--- config.mk ---
export PLATFORM = sky130hd
export DESIGN_NAME = fpr_wb_scheduler_flat
export DESIGN_NICKNAME = d
export VERILOG_FILES = /design/src/rtl/fpr_wb_scheduler_if.sv /design/src/rtl/fpr_wb_scheduler.sv /design/src/flat_wrapper.sv
export SDC_FILE = /design/constraint.sdc
export NUM_CORES = 1
export LEC_CHECK = 0
export ABC_AREA = 1
export BUFFER_PORTS_ARGS = -buffer_cell sky130_fd_sc_hd__buf_2
export CORE_MARGIN = 10
export CORE_UTILIZATION = 61
export CTS_BUF_LIST = sky130_fd_sc_hd__clkbuf_8
export DETAILED_ROUTE_END_ITERATION = 16
export GPL_TIMING_DRIVEN = 0
export PLACE_DENSITY = 0.86
export SYNTH_ARGS = -nofsm -noshare
export SYNTH_HDL_FRONTEND = slang
export SYNTH_SLANG_ARGS = --single-unit
--- constraint.sdc ---
create_clock -name clk -period 2.4 [get_ports clk]
set_input_delay 0.24 -clock clk [delete_from_list [all_inputs] [get_ports clk]]
set_output_delay 0.24 -clock clk [all_outputs]
set_load 0.05 [all_outputs]
--- src/rtl/fpr_wb_scheduler_if.sv ---
// fpr_wb_scheduler_if: ID-side issue/load handshake, write-back and scoreboard signals of the FPR write-port scheduler
//   slave  : scheduler view (requests in, ready/stall/write-back/busy out)
//   master : ID/load-unit view
//   FPR_WB_BYPASS_EN adds byp_a/byp_b operand-bypass selects
interface fpr_wb_scheduler_if;
   logic        issue_valid;
   logic [3:0]  issue_lat;
   logic [4:0]  issue_rs;
   logic [4:0]  issue_rt;
   logic        issue_uses_rt;
   logic [4:0]  issue_rd;
   logic        issue_ready;
   logic        ld_valid;
   logic [4:0]  ld_rd;
   logic        ld_ready;
   logic        stall;
   logic        wb_valid;
   logic [4:0]  wb_rd;
   logic [31:0] busy_vec;
   logic        flush;
   logic        lat_err;
`ifdef FPR_WB_BYPASS_EN
   logic        byp_a;
   logic        byp_b;
`endif
   modport slave (
      input  issue_valid, issue_lat, issue_rs, issue_rt, issue_uses_rt, issue_rd, ld_valid, ld_rd, flush,
      output issue_ready, ld_ready, stall, wb_valid, wb_rd, busy_vec, lat_err
`ifdef FPR_WB_BYPASS_EN
      , output byp_a, byp_b
`endif
   );
   modport master (
      output issue_valid, issue_lat, issue_rs, issue_rt, issue_uses_rt, issue_rd, ld_valid, ld_rd, flush,
      input  issue_ready, ld_ready, stall, wb_valid, wb_rd, busy_vec, lat_err
`ifdef FPR_WB_BYPASS_EN
      , input byp_a, byp_b
`endif
   );
endinterface

--- src/rtl/fpr_wb_scheduler.sv ---
// fpr_wb_scheduler: issue scheduler and scoreboard for the FPR file's single write port
//   clk   : rising-edge clock
//   reset : asynchronous active-low reset
//   bus   : fpr_wb_scheduler_if.slave (issue/load requests, ready/stall, write-back, busy_vec, flush, lat_err)
//   FPR_WB_BYPASS_EN : treat the write-back rd as not busy for RAW and drive byp_a/byp_b
module fpr_wb_scheduler #(
   parameter int MAX_LAT = 8,
   parameter int LD_LAT  = 2
) (
   input logic               clk,
   input logic               reset,
   fpr_wb_scheduler_if.slave bus
);
   localparam logic [4:0] MAX_LAT_W = 5'(MAX_LAT);
   localparam logic [3:0] LD_LAT_W  = 4'(LD_LAT);
   // ring slot 1 is the write-back register itself; slot k writes k-1 cycles from now
   logic [MAX_LAT:1]      v_q, v_d;
   logic [MAX_LAT:1][4:0] rd_q, rd_d;
   logic [31:0]           busy_q, busy_d, raw_busy, slot_v, wb_clr;
   logic                  lat_err_q, lat_err_d;
   logic                  lat_ok, iss_ok, ld_ok;
   logic [4:0]            iss_slot;
   always_comb begin
      slot_v   = 32'({v_q, 1'b0});
      iss_slot = {1'b0, bus.issue_lat} + 5'd1;
      lat_ok   = (bus.issue_lat != 4'd0) && ({1'b0, bus.issue_lat} <= MAX_LAT_W);
      wb_clr   = v_q[1] ? (32'd1 << rd_q[1]) : 32'd0;
`ifdef FPR_WB_BYPASS_EN
      raw_busy = busy_q & ~wb_clr;
`else
      raw_busy = busy_q;
`endif
      ld_ok    = reset & ~bus.flush & bus.ld_valid & ~slot_v[LD_LAT+1] & ~busy_q[bus.ld_rd];
      iss_ok   = reset & ~bus.flush & bus.issue_valid & lat_ok
               & ~raw_busy[bus.issue_rs]
               & ~(bus.issue_uses_rt & raw_busy[bus.issue_rt])
               & ~busy_q[bus.issue_rd]
               & ~slot_v[iss_slot]
               & ~(ld_ok & (bus.issue_lat == LD_LAT_W))
               & ~(ld_ok & (bus.ld_rd == bus.issue_rd));
   end
   always_comb begin
      v_d       = v_q >> 1;
      rd_d      = rd_q >> 5;
      for (int k = 1; k <= MAX_LAT; k++) begin
         if (iss_ok && bus.issue_lat == 4'(k)) begin
            v_d[k]  = 1'b1;
            rd_d[k] = bus.issue_rd;
         end
         if (ld_ok && k == LD_LAT) begin
            v_d[k]  = 1'b1;
            rd_d[k] = bus.ld_rd;
         end
      end
      busy_d    = (busy_q & ~wb_clr)
                | (iss_ok ? (32'd1 << bus.issue_rd) : 32'd0)
                | (ld_ok ? (32'd1 << bus.ld_rd) : 32'd0);
      lat_err_d = lat_err_q | (bus.issue_valid & ~lat_ok);
      if (bus.flush) begin
         v_d    = '0;
         rd_d   = '0;
         busy_d = '0;
      end
   end
   always_ff @(posedge clk or negedge reset) begin
      if (!reset) begin
         v_q       <= '0;
         rd_q      <= '0;
         busy_q    <= '0;
         lat_err_q <= 1'b0;
      end else begin
         v_q       <= v_d;
         rd_q      <= rd_d;
         busy_q    <= busy_d;
         lat_err_q <= lat_err_d;
      end
   end
   assign bus.issue_ready = iss_ok;
   assign bus.ld_ready    = ld_ok;
   assign bus.stall       = bus.issue_valid & ~iss_ok;
   assign bus.wb_valid    = v_q[1];
   assign bus.wb_rd       = rd_q[1];
   assign bus.busy_vec    = busy_q;
   assign bus.lat_err     = lat_err_q;
`ifdef FPR_WB_BYPASS_EN
   assign bus.byp_a = v_q[1] & (bus.issue_rs == rd_q[1]);
   assign bus.byp_b = v_q[1] & bus.issue_uses_rt & (bus.issue_rt == rd_q[1]);
`endif
endmodule

--- src/flat_wrapper.sv ---
// flat-port wrapper written by rule: the top's interface ports become plain ports
module fpr_wb_scheduler_flat 
#(
   parameter int MAX_LAT = 8,
   parameter int LD_LAT  = 2
)
  (clk, reset, bus_issue_valid, bus_issue_lat, bus_issue_rs, bus_issue_rt, bus_issue_uses_rt, bus_issue_rd, bus_ld_valid, bus_ld_rd, bus_flush, bus_issue_ready, bus_ld_ready, bus_stall, bus_wb_valid, bus_wb_rd, bus_busy_vec, bus_lat_err);
  fpr_wb_scheduler_if bus_i ();
  input logic clk;
  input logic reset;
  input wire logic [$bits(bus_i.issue_valid)-1:0] bus_issue_valid;
  input wire logic [$bits(bus_i.issue_lat)-1:0] bus_issue_lat;
  input wire logic [$bits(bus_i.issue_rs)-1:0] bus_issue_rs;
  input wire logic [$bits(bus_i.issue_rt)-1:0] bus_issue_rt;
  input wire logic [$bits(bus_i.issue_uses_rt)-1:0] bus_issue_uses_rt;
  input wire logic [$bits(bus_i.issue_rd)-1:0] bus_issue_rd;
  input wire logic [$bits(bus_i.ld_valid)-1:0] bus_ld_valid;
  input wire logic [$bits(bus_i.ld_rd)-1:0] bus_ld_rd;
  input wire logic [$bits(bus_i.flush)-1:0] bus_flush;
  output wire logic [$bits(bus_i.issue_ready)-1:0] bus_issue_ready;
  output wire logic [$bits(bus_i.ld_ready)-1:0] bus_ld_ready;
  output wire logic [$bits(bus_i.stall)-1:0] bus_stall;
  output wire logic [$bits(bus_i.wb_valid)-1:0] bus_wb_valid;
  output wire logic [$bits(bus_i.wb_rd)-1:0] bus_wb_rd;
  output wire logic [$bits(bus_i.busy_vec)-1:0] bus_busy_vec;
  output wire logic [$bits(bus_i.lat_err)-1:0] bus_lat_err;
  assign bus_i.issue_valid = bus_issue_valid;
  assign bus_i.issue_lat = bus_issue_lat;
  assign bus_i.issue_rs = bus_issue_rs;
  assign bus_i.issue_rt = bus_issue_rt;
  assign bus_i.issue_uses_rt = bus_issue_uses_rt;
  assign bus_i.issue_rd = bus_issue_rd;
  assign bus_i.ld_valid = bus_ld_valid;
  assign bus_i.ld_rd = bus_ld_rd;
  assign bus_i.flush = bus_flush;
  assign bus_issue_ready = bus_i.issue_ready;
  assign bus_ld_ready = bus_i.ld_ready;
  assign bus_stall = bus_i.stall;
  assign bus_wb_valid = bus_i.wb_valid;
  assign bus_wb_rd = bus_i.wb_rd;
  assign bus_busy_vec = bus_i.busy_vec;
  assign bus_lat_err = bus_i.lat_err;
  fpr_wb_scheduler #(.MAX_LAT(MAX_LAT), .LD_LAT(LD_LAT)) u_core (.clk(clk), .reset(reset), .bus(bus_i));
endmodule
==> impl_summary.txt <==
----------------------------------------------------
[Final layout]
  Layout cells sized above 1 ... approximately 22%
  Number of non-filler instances in the completed layout ... 1077
  Combined area of the multi-input logic cells ... 3120 um^2
  Final nets ... 995
  Synth-to-Final Area Change ... 18.2%
  Reg area ... 2060 um^2
  Fill cell total of the finished layout ... 777
  Number of diodes ... 0
  Final Util ... about three quarters

[Critical path]
  Worst-case reg-to-reg path depth ... 12
  Setup slack of the most critical reg-to-reg path ... -110 ps
  CP arrival ... 2770 ps
  Max Fanout on Critical Path ... 10
  Worst Setup Start Kind ... register
  Cells along the critical path ... inv_2 -> nor2_2 -> nor2_2 -> nand3_1 -> nand3_1 -> nand2_1 -> nand2_2 -> nand2_1 -> nor3_2 -> buf_2 -> nand2_1 -> a31oi_1
  Launch point of the worst path ... u_core.bus.busy_vec[28]
  Slowest stage cell, crit path ... sky130_fd_sc_hd__nor3_2
  Maximum cell stage delay along the critical path ... 570 ps
  Critical register-to-register path startpoint ... u_core.bus.busy_vec[28]
  Crit end category ... register
  Required arrival time at the worst endpoint ... between 2000 and 3000 ps
  Critical path class ... reg2reg
  Most Frequent Cell on Critical Path ... sky130_fd_sc_hd__nand2_1
  Setup crit end ... u_core.bus.busy_vec[15]
  Reg-to-reg endpoint ... u_core.bus.busy_vec[15]

[Floorplan]
  Initial Util ... around 62%
  Std-Cell Core Area ... 9150 um^2
  Die height ... 117 um
  Number of placement rows ... 35
  Die X-Extent ... 117 um
  Number of top-level pins ... 72
  Die ar. ... 13600 um^2

[Global routing]
  Antenna violations before repair ... 0
  Number of global-route vias before repair ... 6357
  Overall Global Routing Usage ... 31.3%
  Maximum number of pins on one net before global-route repair ... between 40 and 50
  Remaining Overflow, GRT ... 0
  Wire length of the first global-routing pass ... 33.0 mm

[STA]
  Maximum frequency from static timing analysis ... between 300 and 400 MHz
  Count of endpoints failing setup in the final report ... 11
  Setup Skew ... 20.7 ps
  Pins over their slew limit ... 0
  Unrepaired setup endpoints after global routing ... yes
  Period utilization ... 105%
  Final Worst Setup Slack ... -113 ps
  Min cycle time layout ... 2510 ps
  Worst slew margin relative to its limit ... 51.2%
  Fin. Hold Viols ... 0
  Slew at the pin closest to its max-slew limit ... slightly above 700 ps

[Power and ir drop]
  Final total power ... 2850 uW
  Cell Pwr Density ... 424 nW/um^2
  Worst vdd rail ir drop ... 377 uV
  Leakage dissipation ... between 0.003 and 0.004 uW

[Detailed routing]
  Detailed route wirelength on metal2 ... just over 9 mm
  Total DRC errors in the routed layout ... 0
  WL per Instance ... 20.2 um
  Topmost layer with routed signal wires ... met4
  Length of routed met3 wiring ... 3.32 mm
  TritonRoute pass-1 iters ... 7
  Metal1 wirelength ... 8.12 mm
  DR iter-0 viols ... approximately 1100
  Vias ... 6948
  Post-DRT Antenna Nets ... 0
  Overall routed net length ... 21.8 mm
  Avg Vias per Cell ... 6.45

[Synth]
  Average cell area after synthesis ... 6.61 um^2
  Sequential cell area fraction in the yosys report ... 35.6%
  Count of yosys warnings during synthesis ... 0
  Yosys reg bits ... around 80
  Number of distinct library cells after synthesis ... 31
  Synthesized instance count ... 860
  Cell area after synthesis ... about 5700 um^2
  Net count after synthesis ... just under 900

[Clocking]
  CTS Root Cell ... sky130_fd_sc_hd__clkbuf_8
  Clock tree from TritonCTS ... yes
  Clock Latency Late Sink ... 370 ps
  Clock Sink Count ... around 80
  Number of buffers created by CTS ... 9
  Clock slew at reported path FFs ... 100 ps
  Maximum level of the CTS H-tree ... 3
  Buffer depth of the longest clock path ... 2

[Placement]
  Placer congestion estimate ... slightly above 1
  Count of buffers from port buffering ... 64
  Detailed-placement wirelength estimate ... about 15 mm
  Number of instances in the placed design ... 1036

[Flow run]
  Number of max-capacitance violations reported ... 0

[Worst hold path]
  Path category of the worst min-delay check ... in2reg

[Run status]
  Outcome ... finished, violations left
  Violations in the final reports ... negative setup slack

----------------------------------------------------
==> critical path, delay by kind of cell (launching register included) <==
kind / cells / cell delay [ps]
simple gates: 9 / 1250
flops: 1 / 450
compound gates: 1 / 200
buf+inv: 2 / 500
==> power breakdown <==
part           leakage, uW  internal [uW]  total [uW]  switching, uW
sequential         0.00108           1370        1380           9.26
clock            0.0000912            417         976            559
combinational      0.00194            137         496            360
==> layout make-up <==
class                      count  share of cell area, %
buffer                        56                   4.65
clock buffer                  10                   2.05
clock inverter                 6                  0.726
inverter                      82                   4.65
multi-input combinational    641                   46.4
sequential                    81                   30.6
tap                          111                   2.07
timing repair buffer          90                   8.82
==> registers in the layout (all words and copies together) (netlist names) <==
name                 count
u_core.bus.lat_err       1
u_core.bus.wb_rd         5
u_core.bus.busy_vec     32
u_core.rd_q             35
u_core.v_q               8
==> cell usage after synthesis <==
master	number	area [um^2]
sky130_fd_sc_hd__o21ai_0	52	260
sky130_fd_sc_hd__nand2_2	2	12.5
sky130_fd_sc_hd__a22oi_1	1	7.51
sky130_fd_sc_hd__inv_2	6	22.5
sky130_fd_sc_hd__nor3_1	33	165
sky130_fd_sc_hd__nand3_4	3	52.6
sky130_fd_sc_hd__nand4_1	16	100
sky130_fd_sc_hd__dfrtp_1	81	2030
sky130_fd_sc_hd__ha_1	4	50.1
sky130_fd_sc_hd__nor2_8	1	20.0
sky130_fd_sc_hd__buf_2	21	105
sky130_fd_sc_hd__clkbuf_1	22	82.6
sky130_fd_sc_hd__nand2_1	249	935
sky130_fd_sc_hd__o21bai_1	1	7.51
sky130_fd_sc_hd__a31oi_1	26	163
sky130_fd_sc_hd__nor2_1	34	128
sky130_fd_sc_hd__nor4_1	4	25.0
sky130_fd_sc_hd__a21oi_1	85	425
sky130_fd_sc_hd__nor2_2	1	6.26
sky130_fd_sc_hd__o211ai_1	8	60.1
sky130_fd_sc_hd__xor2_1	3	26.3
sky130_fd_sc_hd__buf_4	8	60.1
sky130_fd_sc_hd__o21a_1	1	7.51
sky130_fd_sc_hd__inv_1	74	278
sky130_fd_sc_hd__nand3_1	112	561
sky130_fd_sc_hd__nand3b_1	1	7.51
sky130_fd_sc_hd__clkinv_1	2	7.51
sky130_fd_sc_hd__xnor2_1	1	8.76
sky130_fd_sc_hd__nor3_2	1	10.0
sky130_fd_sc_hd__o21ai_1	2	10.0
sky130_fd_sc_hd__buf_6	5	56.3
==> cell families after synthesis <==
kind of cell,count (synthesis),share of synthesized area [%]
XOR/XNOR,4,0.616
AND/OR/NAND/NOR,457,35.6
adder cells (fa/ha/maj),4,0.880
buffers and inverters,138,10.8
AO/OA/AOI/OAI,176,16.5
flip-flops,81,35.6
==> worst min-delay path by stage <==
stage	startpoint	endpoint	slack (ps)	depth (start not counted)
after floorplan	reset	u_core.bus.busy_vec[0]	-60	0
after global placement	u_core.bus.lat_err	u_core.bus.lat_err	460	1
after detailed placement	reset	u_core.v_q[3]	250	1
after CTS	bus_issue_valid	u_core.bus.lat_err	180	3
after global routing	bus_issue_rd[4]	u_core.rd_q[24]	230	3
final	bus_issue_valid	u_core.bus.lat_err	190	3
==> per-stage QoR <==
stage,area (um^2),TNS (ps),setup WS (ps),hold slack [ps]
finish,6720,-693,-113,193
global route,6720,-1730,-163,230
CTS,6550,0,8.74,182
detailed placement,6170,-2860,-187,247
global placement,6150,-71880,-1030,459
floorplan,5690,0,28.9,-55.6
==> routing by layer <==
metal | global-route usage (%) | vias to the layer above
met5 | 0 | -
met1 | 40.8 | 3185
met2 | 46.5 | 547
li1 | - | 3085
met4 | 14.2 | 0
met3 | 10.1 | 131
==> cell usage in the layout (no fill, tap or decap), types with 2 or more instances in the layout <==
| cell type | n |
|---|---|
| sky130_fd_sc_hd__a21oi_1 | 83 |
| sky130_fd_sc_hd__a21oi_2 | 2 |
| sky130_fd_sc_hd__a31oi_1 | 26 |
| sky130_fd_sc_hd__buf_12 | 4 |
| sky130_fd_sc_hd__buf_2 | 81 |
| sky130_fd_sc_hd__buf_4 | 29 |
| sky130_fd_sc_hd__buf_6 | 5 |
| sky130_fd_sc_hd__buf_8 | 3 |
| sky130_fd_sc_hd__clkbuf_1 | 21 |
| sky130_fd_sc_hd__clkbuf_8 | 10 |
| sky130_fd_sc_hd__clkinv_1 | 2 |
| sky130_fd_sc_hd__clkinvlp_4 | 2 |
| sky130_fd_sc_hd__dfrtp_1 | 57 |
| sky130_fd_sc_hd__dfrtp_2 | 24 |
| sky130_fd_sc_hd__ha_1 | 4 |
| sky130_fd_sc_hd__inv_1 | 64 |
| sky130_fd_sc_hd__inv_2 | 14 |
| sky130_fd_sc_hd__inv_4 | 2 |
| sky130_fd_sc_hd__inv_6 | 2 |
| sky130_fd_sc_hd__nand2_1 | 239 |
| sky130_fd_sc_hd__nand2_2 | 11 |
| sky130_fd_sc_hd__nand3_1 | 107 |
| sky130_fd_sc_hd__nand3_2 | 5 |
| sky130_fd_sc_hd__nand3_4 | 3 |
| sky130_fd_sc_hd__nand4_1 | 16 |
| sky130_fd_sc_hd__nor2_1 | 31 |
| sky130_fd_sc_hd__nor2_2 | 3 |
| sky130_fd_sc_hd__nor3_1 | 33 |
| sky130_fd_sc_hd__nor4_1 | 4 |
| sky130_fd_sc_hd__o211ai_1 | 8 |
| sky130_fd_sc_hd__o21ai_0 | 49 |
| sky130_fd_sc_hd__o21ai_1 | 5 |
| sky130_fd_sc_hd__xor2_1 | 3 |
==> repair_timing <==
action	4_1_cts	5_1_grt
cloned	0	0
endpoints found under the hold margin	37	0
hold buffers	2	0
buffers inserted	14	9
pin swaps	3	20
resized for setup	33	44
setup endpoints to repair	3	57
(Power assumes the default switching activity.)
